$ cat src/rtl/batcharger_ctrl.sv
// ----------------------------------------------------------------------------
// batcharger_ctrl
//
// Purpose:
//    Li-ion charge controller. Walks a battery through trickle charge (TC),
//    constant current (CC), constant voltage (CV) and DONE. It recharges from
//    DONE when the cell sags, and drops into FAULT whenever the temperature
//    leaves the allowed window. Every data-driven decision is taken only on
//    ADC sample strobes. Each decision needs DEBOUNCE consecutive qualifying
//    samples, except the temperature trip, which fires on a single sample.
//
// Ports:
//    clk         in   1  clock
//    rst         in   1  synchronous active-high reset
//    en          in   1  charger enable; low forces IDLE on the next clock
//    sel         in   4  capacity select, C = 50*(sel+1) mAh, latched on start
//    smp_vld     in   1  one-cycle strobe qualifying the three ADC codes
//    vbat_code   in   8  battery voltage, 20 mV/LSB
//    ibat_code   in   8  battery current, 5 mA/LSB
//    vtemp_code  in   8  temperature, 0..255 maps to -40..125 C
//    tc          out  1  trickle-charge state active
//    cc          out  1  constant-current state active
//    cv          out  1  constant-voltage state active
//    done        out  1  charge complete
//    fault       out  1  temperature fault
//    icode       out  8  current DAC command, 5 mA/LSB
//    vcode       out  8  voltage DAC target, 20 mV/LSB
// ----------------------------------------------------------------------------
module batcharger_ctrl #(
   parameter logic [2:0]  DEBOUNCE = 3'd4,
   parameter logic [7:0]  VCUT     = 8'd150,
   parameter logic [7:0]  VPRE     = 8'd210,
   parameter logic [7:0]  VRECH    = 8'd195,
   parameter logic [7:0]  TLO      = 8'd62,
   parameter logic [7:0]  THI      = 8'd131,
   parameter logic [15:0] CV_TMAX  = 16'd40000
) (
   input  logic       clk,
   input  logic       rst,
   input  logic       en,
   input  logic [3:0] sel,
   input  logic       smp_vld,
   input  logic [7:0] vbat_code,
   input  logic [7:0] ibat_code,
   input  logic [7:0] vtemp_code,
   output logic       tc,
   output logic       cc,
   output logic       cv,
   output logic       done,
   output logic       fault,
   output logic [7:0] icode,
   output logic [7:0] vcode
);

   typedef enum logic [2:0] {
      ST_IDLE  = 3'd0,
      ST_TC    = 3'd1,
      ST_CC    = 3'd2,
      ST_CV    = 3'd3,
      ST_DONE  = 3'd4,
      ST_FAULT = 3'd5
   } state_t;

   state_t      state_q, state_d;
   logic [2:0]  deb_q, deb_d;
   logic [15:0] cv_cnt_q, cv_cnt_d;
   logic [3:0]  cap_q, cap_d;

   logic [7:0]  cap_p1;
   logic [7:0]  i_cc;
   logic [7:0]  i_end;
   logic        temp_ok;
   logic        qualify;
   logic [2:0]  deb_inc;
   logic        deb_done;
   logic [15:0] cv_inc;
   logic        cv_timeout;

   // Charge currents scale with the capacity latched at charge start.
   // I_CC is 10*(cap+1); it is built from two shifts so no multiplier is
   // needed. The largest value, 160, still fits in 8 bits.
   always_comb begin
      cap_p1 = {4'd0, cap_q} + 8'd1;
      i_cc   = (cap_p1 << 3) + (cap_p1 << 1);
      i_end  = cap_p1;
   end

   // This block decides whether the current sample counts toward the pending
   // transition of the present state. It also computes the saturating
   // increments of the debounce counter and the CV counter. A debounce
   // completes on the sample that would bring the counter up to DEBOUNCE.
   // The CV timeout fires on the sample whose incremented count reaches
   // CV_TMAX.
   always_comb begin
      temp_ok = (vtemp_code >= TLO) && (vtemp_code <= THI);
      case (state_q)
         ST_TC:    qualify = (vbat_code >= VCUT);
         ST_CC:    qualify = (vbat_code >= VPRE);
         ST_CV:    qualify = (ibat_code <= i_end);
         ST_DONE:  qualify = (vbat_code < VRECH);
         ST_FAULT: qualify = temp_ok;
         default:  qualify = 1'b0;
      endcase
      deb_inc    = (deb_q >= DEBOUNCE) ? deb_q : deb_q + 3'd1;
      deb_done   = qualify && (deb_inc >= DEBOUNCE);
      cv_inc     = (cv_cnt_q == 16'hFFFF) ? cv_cnt_q : cv_cnt_q + 16'd1;
      cv_timeout = (state_q == ST_CV) && (cv_inc >= CV_TMAX);
   end

   // This is the state register. Reset is synchronous and overrides
   // everything, so a charge in progress is cut off on the very next edge.
   always_ff @(posedge clk) begin
      if (rst) begin
         state_q <= ST_IDLE;
      end else begin
         state_q <= state_d;
      end
   end

   // This block computes the next state. Dropping en returns to IDLE
   // immediately, with or without a sample strobe. All other decisions wait
   // for smp_vld. Within a sample, an out-of-window temperature beats any
   // debounce that completes on the same sample.
   always_comb begin
      state_d = state_q;
      if (!en) begin
         state_d = ST_IDLE;
      end else if (smp_vld) begin
         case (state_q)
            ST_IDLE: begin
               state_d = ST_TC;
            end
            ST_TC: begin
               if (!temp_ok)      state_d = ST_FAULT;
               else if (deb_done) state_d = ST_CC;
            end
            ST_CC: begin
               if (!temp_ok)      state_d = ST_FAULT;
               else if (deb_done) state_d = ST_CV;
            end
            ST_CV: begin
               if (!temp_ok)                     state_d = ST_FAULT;
               else if (deb_done || cv_timeout) state_d = ST_DONE;
            end
            ST_DONE: begin
               if (!temp_ok)      state_d = ST_FAULT;
               else if (deb_done) state_d = ST_TC;
            end
            ST_FAULT: begin
               if (deb_done)      state_d = ST_IDLE;
            end
            default: begin
               state_d = ST_IDLE;
            end
         endcase
      end
   end

   // This block updates the counters and the latched capacity. A state change
   // always starts the debounce and CV counts from zero. Leaving IDLE is the
   // only moment sel is captured, so a sel change during a charge has no
   // effect. Without a state change, counters move only on sample strobes:
   // the debounce count grows on a qualifying sample and clears on any other
   // sample, and the CV count grows on every sample spent in CV.
   always_comb begin
      deb_d    = deb_q;
      cv_cnt_d = cv_cnt_q;
      cap_d    = cap_q;
      if (state_d != state_q) begin
         deb_d    = 3'd0;
         cv_cnt_d = 16'd0;
         if (state_q == ST_IDLE) begin
            cap_d = sel;
         end
      end else if (smp_vld) begin
         deb_d = qualify ? deb_inc : 3'd0;
         if (state_q == ST_CV) begin
            cv_cnt_d = cv_inc;
         end
      end
   end

   // These are the counter and capacity registers, which share the
   // synchronous reset of the state register.
   always_ff @(posedge clk) begin
      if (rst) begin
         deb_q    <= 3'd0;
         cv_cnt_q <= 16'd0;
         cap_q    <= 4'd0;
      end else begin
         deb_q    <= deb_d;
         cv_cnt_q <= cv_cnt_d;
         cap_q    <= cap_d;
      end
   end

   // The outputs are decoded purely from the registered state and capacity.
   // The flags are therefore one-hot, or all low in IDLE. A decision taken on
   // a sample shows up right after the edge that registers that sample.
   always_comb begin
      tc    = (state_q == ST_TC);
      cc    = (state_q == ST_CC);
      cv    = (state_q == ST_CV);
      done  = (state_q == ST_DONE);
      fault = (state_q == ST_FAULT);
      case (state_q)
         ST_TC:   icode = i_end;
         ST_CC:   icode = i_cc;
         ST_CV:   icode = i_cc;
         default: icode = 8'd0;
      endcase
      case (state_q)
         ST_TC, ST_CC, ST_CV, ST_DONE: vcode = VPRE;
         default:                      vcode = 8'd0;
      endcase
   end

endmodule

$ cat config.mk
export PLATFORM = sky130hd
export DESIGN_NAME = batcharger_ctrl
export DESIGN_NICKNAME = d
export VERILOG_FILES = /design/src/rtl/batcharger_ctrl.sv
export SDC_FILE = /design/constraint.sdc
export NUM_CORES = 1
export LEC_CHECK = 0
export CORE_ASPECT_RATIO = 1.2
export CORE_MARGIN = 2
export CORE_UTILIZATION = 44
export CTS_CLUSTER_SIZE = 16
export DETAILED_ROUTE_END_ITERATION = 8
export PLACE_DENSITY = 0.7
export SYNTH_ARGS = -nofsm -noshare
export SYNTH_HDL_FRONTEND = slang
export SYNTH_SLANG_ARGS = --single-unit
$ cat constraint.sdc
create_clock -name clk -period 3.8 [get_ports clk]
set_input_delay 0.95 -clock clk [delete_from_list [all_inputs] [get_ports clk]]
set_output_delay 0.95 -clock clk [all_outputs]
set_load 0.02 [all_outputs]
# [Word level (Yosys, flattened, before mapping)]
# Cells that the tools add are included.
[op_classes] n_addsub=4 n_mul=0 div=0 magnitude_cmp=9 eq_ne=7 n_shift=0 n_mux=18 bitwise_logic=0 n_reduce_logical=10
[ops] cell="$mux W3" count=13
[ops] cell="$pmux W3 S6" count=1
[ops] cell="$add A16 B1 Y16 const B" count=1
[ops] cell="$eq A16 B16 Y1 const B" count=1
[ops] cell="$ge A16 B16 Y1 const B" count=1
[ops] cell="$ge A8 B8 Y1 const B" count=2
[ops] cell="$mux W16" count=1
[ops] cell="$pmux W8 S2" count=1
[ops] cell="$add A8 B6 Y8" count=1
[ops] cell="$ge A8 B6 Y1 const B" count=1
[ops] cell="$le A8 B5 Y1" count=1
[ops] cell="$le A8 B8 Y1 const B" count=1
[ops] cell="$lt A8 B8 Y1 const B" count=1
[ops] cell="$mux W8" count=1
[ops] cell="$eq A3 B2 Y1 const B" count=2
[ops] cell="$eq A3 B3 Y1 const B" count=2
[ops] cell="$ge A3 B3 Y1 const B" count=2
[ops] cell="$add A4 B1 Y5 const B" count=1
[ops] cell="$pmux W1 S5" count=1
[ops] cell="$reduce_and A2 Y1" count=2
[ops] cell="$reduce_or A2 Y1" count=2
[ops] cell="$reduce_or A4 Y1" count=1
[ops] cell="$add A3 B1 Y3 const B" count=1
[ops] cell="$eq A3 B1 Y1 const B" count=1
[ops] cell="other kinds (4)" count=6
[totals] regBits=26 latchBits=0 mem_bits_rw=0 rom_bits=0 word_cells=52 mem_count=0

# [Logic depth before layout (Yosys ltp)]
[logic_depth] depth_word=12 mapped_depth=14 depth_no_buf=12

# [Worst setup path before layout]
# OpenSTA, ideal clock, no wires.
[synth_timing] path_kind="flip-flop to flip-flop" from="register cap_q[0]" to="register cv_cnt_q[12]" setup_time_ns=0.125 arrival_ns=3.327 setup_slack_ns=0.348 path_stages_with_launch=15 synth_period_minus_slack_ns=3.452 cell_sequence="dfxtp_1 clkbuf_1 nand3_1 xnor2_1 inv_1 ha_1 and4_1 a31oi_1 nand4b_1 or2_2 a221o_1 or2_1 a21oi_4 buf_4 nor4_4"
[synth_between] elab_chain_cells=12 elab_cells_between_ends=19 classes_between="1 x add/sub; 1 x order compare; 1 x eq/ne; 13 x mux; 3 x reduce/logical"
[synth_rtl] element="from (decl)" line="67" text="logic [3:0] cap_q, cap_d;"
[synth_rtl] element="from (signal assigned)" line="193" text="cap_q <= cap_d;"
[synth_rtl] element="$add A4 B1 Y5 *" line="83" text="cap_p1 = {4'd0, cap_q} + 8'd1;"
[synth_rtl] element="$le A8 B5 Y1 *" line="99" text="ST_CV: qualify = (ibat_code <= i_end);"
[synth_rtl] element="$pmux W1 S5 *" line="96" text="case (state_q)"
[synth_rtl] element="$logic_and A1 B1 Y1 *" line="105" text="deb_done = qualify && (deb_inc >= DEBOUNCE);"
[synth_rtl] element="$logic_or A1 B1 Y1" line="143" text="else if (deb_done || cv_timeout) state_d = ST_DONE;"
[synth_rtl] element="$mux W3" line="143"
[synth_rtl] element="$mux W3" line="142" text="if (!temp_ok) state_d = ST_FAULT;"
[synth_rtl] element="$pmux W3 S6 *" line="129" text="case (state_q)"
[synth_rtl] element="$mux W3 *" line="128" text="end else if (smp_vld) begin"
[synth_rtl] element="$mux W3 *" line="126" text="if (!en) begin"
[synth_rtl] element="$ne A3 B3 Y1 *" line="169" text="if (state_d != state_q) begin"
[synth_rtl] element="$reduce_or A2 Y1 (no line) *"
[synth_rtl] element="to (signal assigned)" line="192" text="cv_cnt_q <= cv_cnt_d;"
[synth_rtl] element="to (decl)" line="66" text="logic [15:0] cv_cnt_q, cv_cnt_d;"
# Mark *: on every way between the ends. The rest lies on a longest branch, timed or not.
# A chain may end at the register's enable or synchronous reset.

# [Worst setup path after layout]
[layout_timing] from="input port ibat_code[0]" to="register cv_cnt_q[3]"
[layout_between] elab_chain_cells=11 elab_cells_between_ends=18 classes_between="1 x order compare; 1 x eq/ne; 13 x mux; 3 x reduce/logical"
[layout_rtl] element="from (decl)" line="44" text="input logic [7:0] ibat_code,"
[layout_rtl] element="$le A8 B5 Y1 *" line="99"
[layout_rtl] element="$pmux W1 S5 *" line="96"
[layout_rtl] element="$logic_and A1 B1 Y1 *" line="105"
[layout_rtl] element="$logic_or A1 B1 Y1" line="143"
[layout_rtl] element="$mux W3" line="143"
[layout_rtl] element="$mux W3" line="142"
[layout_rtl] element="$pmux W3 S6 *" line="129"
[layout_rtl] element="$mux W3 *" line="128"
[layout_rtl] element="$mux W3 *" line="126"
[layout_rtl] element="$ne A3 B3 Y1 *" line="169"
[layout_rtl] element="$reduce_or A2 Y1 (no line) *"
# Marked as above.

==> metrics <==
Synth async-reset ratio 0; Via-to-Cell Ratio around 5.6; cell taking the most area after synthesis dfxtp_1; # rows 30; top cell type's share of synthesized area 0.197; total track usage 0.190; Avg Synthesized Cell Area approximately 7.9 sq um; port bufs 47; Synth Instances around 340; initial antenna violation count 0; Worst Hold Slack ~500 ps; vias in the first global route roughly 2.3k; TritonCTS buffer count 3; top post-synthesis cells by count 27 x nor2_1, 26 x dfxtp_1, 25 x nand2_1; HP Start cap_q[1]$_SDFFE_PP0P_; Max IR drop VDD between 150 and 200 uV; Setup CP Type in -> reg; Worst Max-Slew Pin Slew between 500 and 600 ps; worst rel slew slack 0.606; layout cell share with drive strength beyond 1 0.155; Post-Route WL 6.20 mm; final setup vio count 0; first-pass GRT wire length slightly above 10 mm; ranking of synthesized cells by area dfxtp_1 20%, ha_1 5.2%, nor4_2 5.2%; Worst Setup Slack, final around 210 ps; Post-synth EDFFs 0; fin cells approximately 460; Diodes inserted 0; Hold Vio Cnt, Final 0; Final Cycle Share 0.945; DR DRC count 0; number of H-tree levels 1; Crit path max-delay family simple AND/OR/NAND/NOR gates; launch point of the worst path ibat_code[0]; routed wire length per instance ~13 um; RR Startpoint cap_q[0]$_SDFFE_PP0P_; max cap viols 0; nature of the critical path startpoint input pin; slowest stage delay, CP ~460 ps; hold_buf cts 0; LEAKAGE ~1.2 nW; Layout Nets about 430; WL met2 3.16 mm; Crit. End Element flop; Chip Width approximately 75 um; cell with the most instances after synthesis nor2_1; WP buf/inv 3; Vert. Die Dim 88.9 um; skew final 4.15 ps; most frequent cell on the critical path a31oi_1; Antenna Violating Nets Remaining 0; clk sinks 26; placed cells ~460; met1 WL around 2.7 mm; #FFs+latches synth 26; mapped cell area 2640 sq um; initial DRC count about 190; Ys Warns 0; Top Layer Used met4; PwrDens 193 nW/um^2; Reg clk slew, reported paths ~90 ps; I/O pins 53; Critical Path AT 3780 ps; pin count of the biggest net entering global routing 20; Initial Utilization 0.460; Final min period about 3600 ps; sequential share of the synthesized area 0.197; status finished, final reports clean; CTS tree yes; Max FO, Critical Path 19; core area around 5700 sq um; DP Worst Slack -391 ps; drt first pass iters 4; clk root buf clkbuf_8; worst-skew pair later-pin latency approximately 280 ps; Layout area overhead 24.6%; Die Area roughly 6600 sq um; Design Power 0.000637 W; Yosys cell types 69; CP Cell Sequence clkdlybuf4s50_1 > inv_1 > ha_1 > and4_1 > a31oi_1 > nand4b_1 > or2_2 > a221o_1 > a31oi_1 > a21oi_4 > buf_12 > nor4_1; Final GP Congestion roughly 0.94; Crit path required time 3990 ps; Primary FF master, synth dfxtp_1; min-delay worst type reg -> reg; Met3 Wirelength about 310 um; vias after detailed routing approximately 2.6k; clk buf depth 2; Pins Over Slew Limit 0; Fmax around 0.28 GHz; dpl hpwl 4.83 mm; GR Overflow Total 0; Crit-path slowest cell clkdlybuf4s50_1; setup tns final 0 ps
-- cells in the final DEF, fill, tap and decap left out, types with 5 or more instances in the layout --
cell type | netlist | routed
xnor2_1 | 9 | 9
nand4_1 | 9 | 9
nor4_2 | 11 | 11
buf_4 | 10 | 21
nand2_1 | 25 | 25
a31oi_1 | 6 | 6
and3_1 | 5 | 5
nor2_1 | 27 | 27
nor4_1 | 10 | 10
dfxtp_1 | 26 | 26
xor2_1 | 11 | 11
ha_1 | 11 | 11
clkdlybuf4s50_1 | 0 | 47
nand3_1 | 15 | 15
a21oi_1 | 14 | 13
inv_1 | 17 | 17
mux2i_1 | 8 | 8
o21ai_0 | 14 | 14
nand2b_1 | 10 | 10
nor3_1 | 10 | 9
-- worst register-to-register path, stage by stage, from the launching register on --
cell	delay, ps
dfxtp_1	380
ha_1	340
nand3_1	180
ha_1	320
and4_1	210
a31oi_1	160
nand4b_1	230
or2_2	340
a221o_1	370
a31oi_1	260
a21oi_4	100
buf_12	170
nor4_1	240
-- worst paths after layout --
check                             endpoint  slack, ps  cells after the start
setup / recovery  cv_cnt_q[3]$_SDFFE_PP0P_        210                     12
hold / removal       cap_q[1]$_SDFFE_PP0P_        500                      2
setup reg to reg  cv_cnt_q[3]$_SDFFE_PP0P_        420                     12
hold reg to reg      cap_q[1]$_SDFFE_PP0P_        500                      2
-- cell families (layout without fill, tap and decap cells) --
group           Yosys count  count (layout)  synth area share
compound gates           66              66             0.179
xor+xnor                 21              21            0.0725
fa+ha+maj                12              12            0.0597
buf+inv                  49              92            0.0995
flops                    26              26             0.197
mux                       8               8            0.0303
other cells               1               4           0.00142
simple gates            152             152             0.360
-- registers in the layout, summed over array words and instances, names as in the netlist --
register	cells
cv_cnt_q	16
state_q	3
cap_q	4
deb_q	3
-- per-layer routing --
layer / vias up / GRT usage
met3: 7 / 0.0205
met5: - / 0
met2: 79 / 0.353
met1: 1175 / 0.224
li1: 1317 / -
met4: 0 / 0.0584
-- where the power goes --
part	total, W	switching [W]	internal (W)
clock network	0.000157	0.0000861	0.0000713
logic	0.000195	0.0000981	0.0000972
registers	0.000284	0.00000699	0.000277
total	0.000637	0.000191	0.000446
-- cell type report --
type	count	area, sq um
fillers	545	2450
multi-input cells	263	1890
repair buffers	70	668
flip-flops and latches	26	520
well taps	80	100
inverters	19	71.3
clock buffers	3	41.3
-- through the flow --
| step | area, sq um | util |
|---|---|---|
| floorplan | 2650 | - |
| global placement | 3210 | 0.559 |
| detailed placement | 3210 | 0.559 |
| CTS | 3270 | 0.569 |
| global route | 3290 | 0.573 |
| finish | 3290 | 0.573 |
-- repair_timing --
item	4_1_cts	5_1_grt
resized for setup	0	6
setup buffers	1	0
pin swaps	1	1
endpoints found under the setup margin	19	15
endpoints found under the hold margin	0	0
No activity file was read; power rests on OpenSTA's default activity.
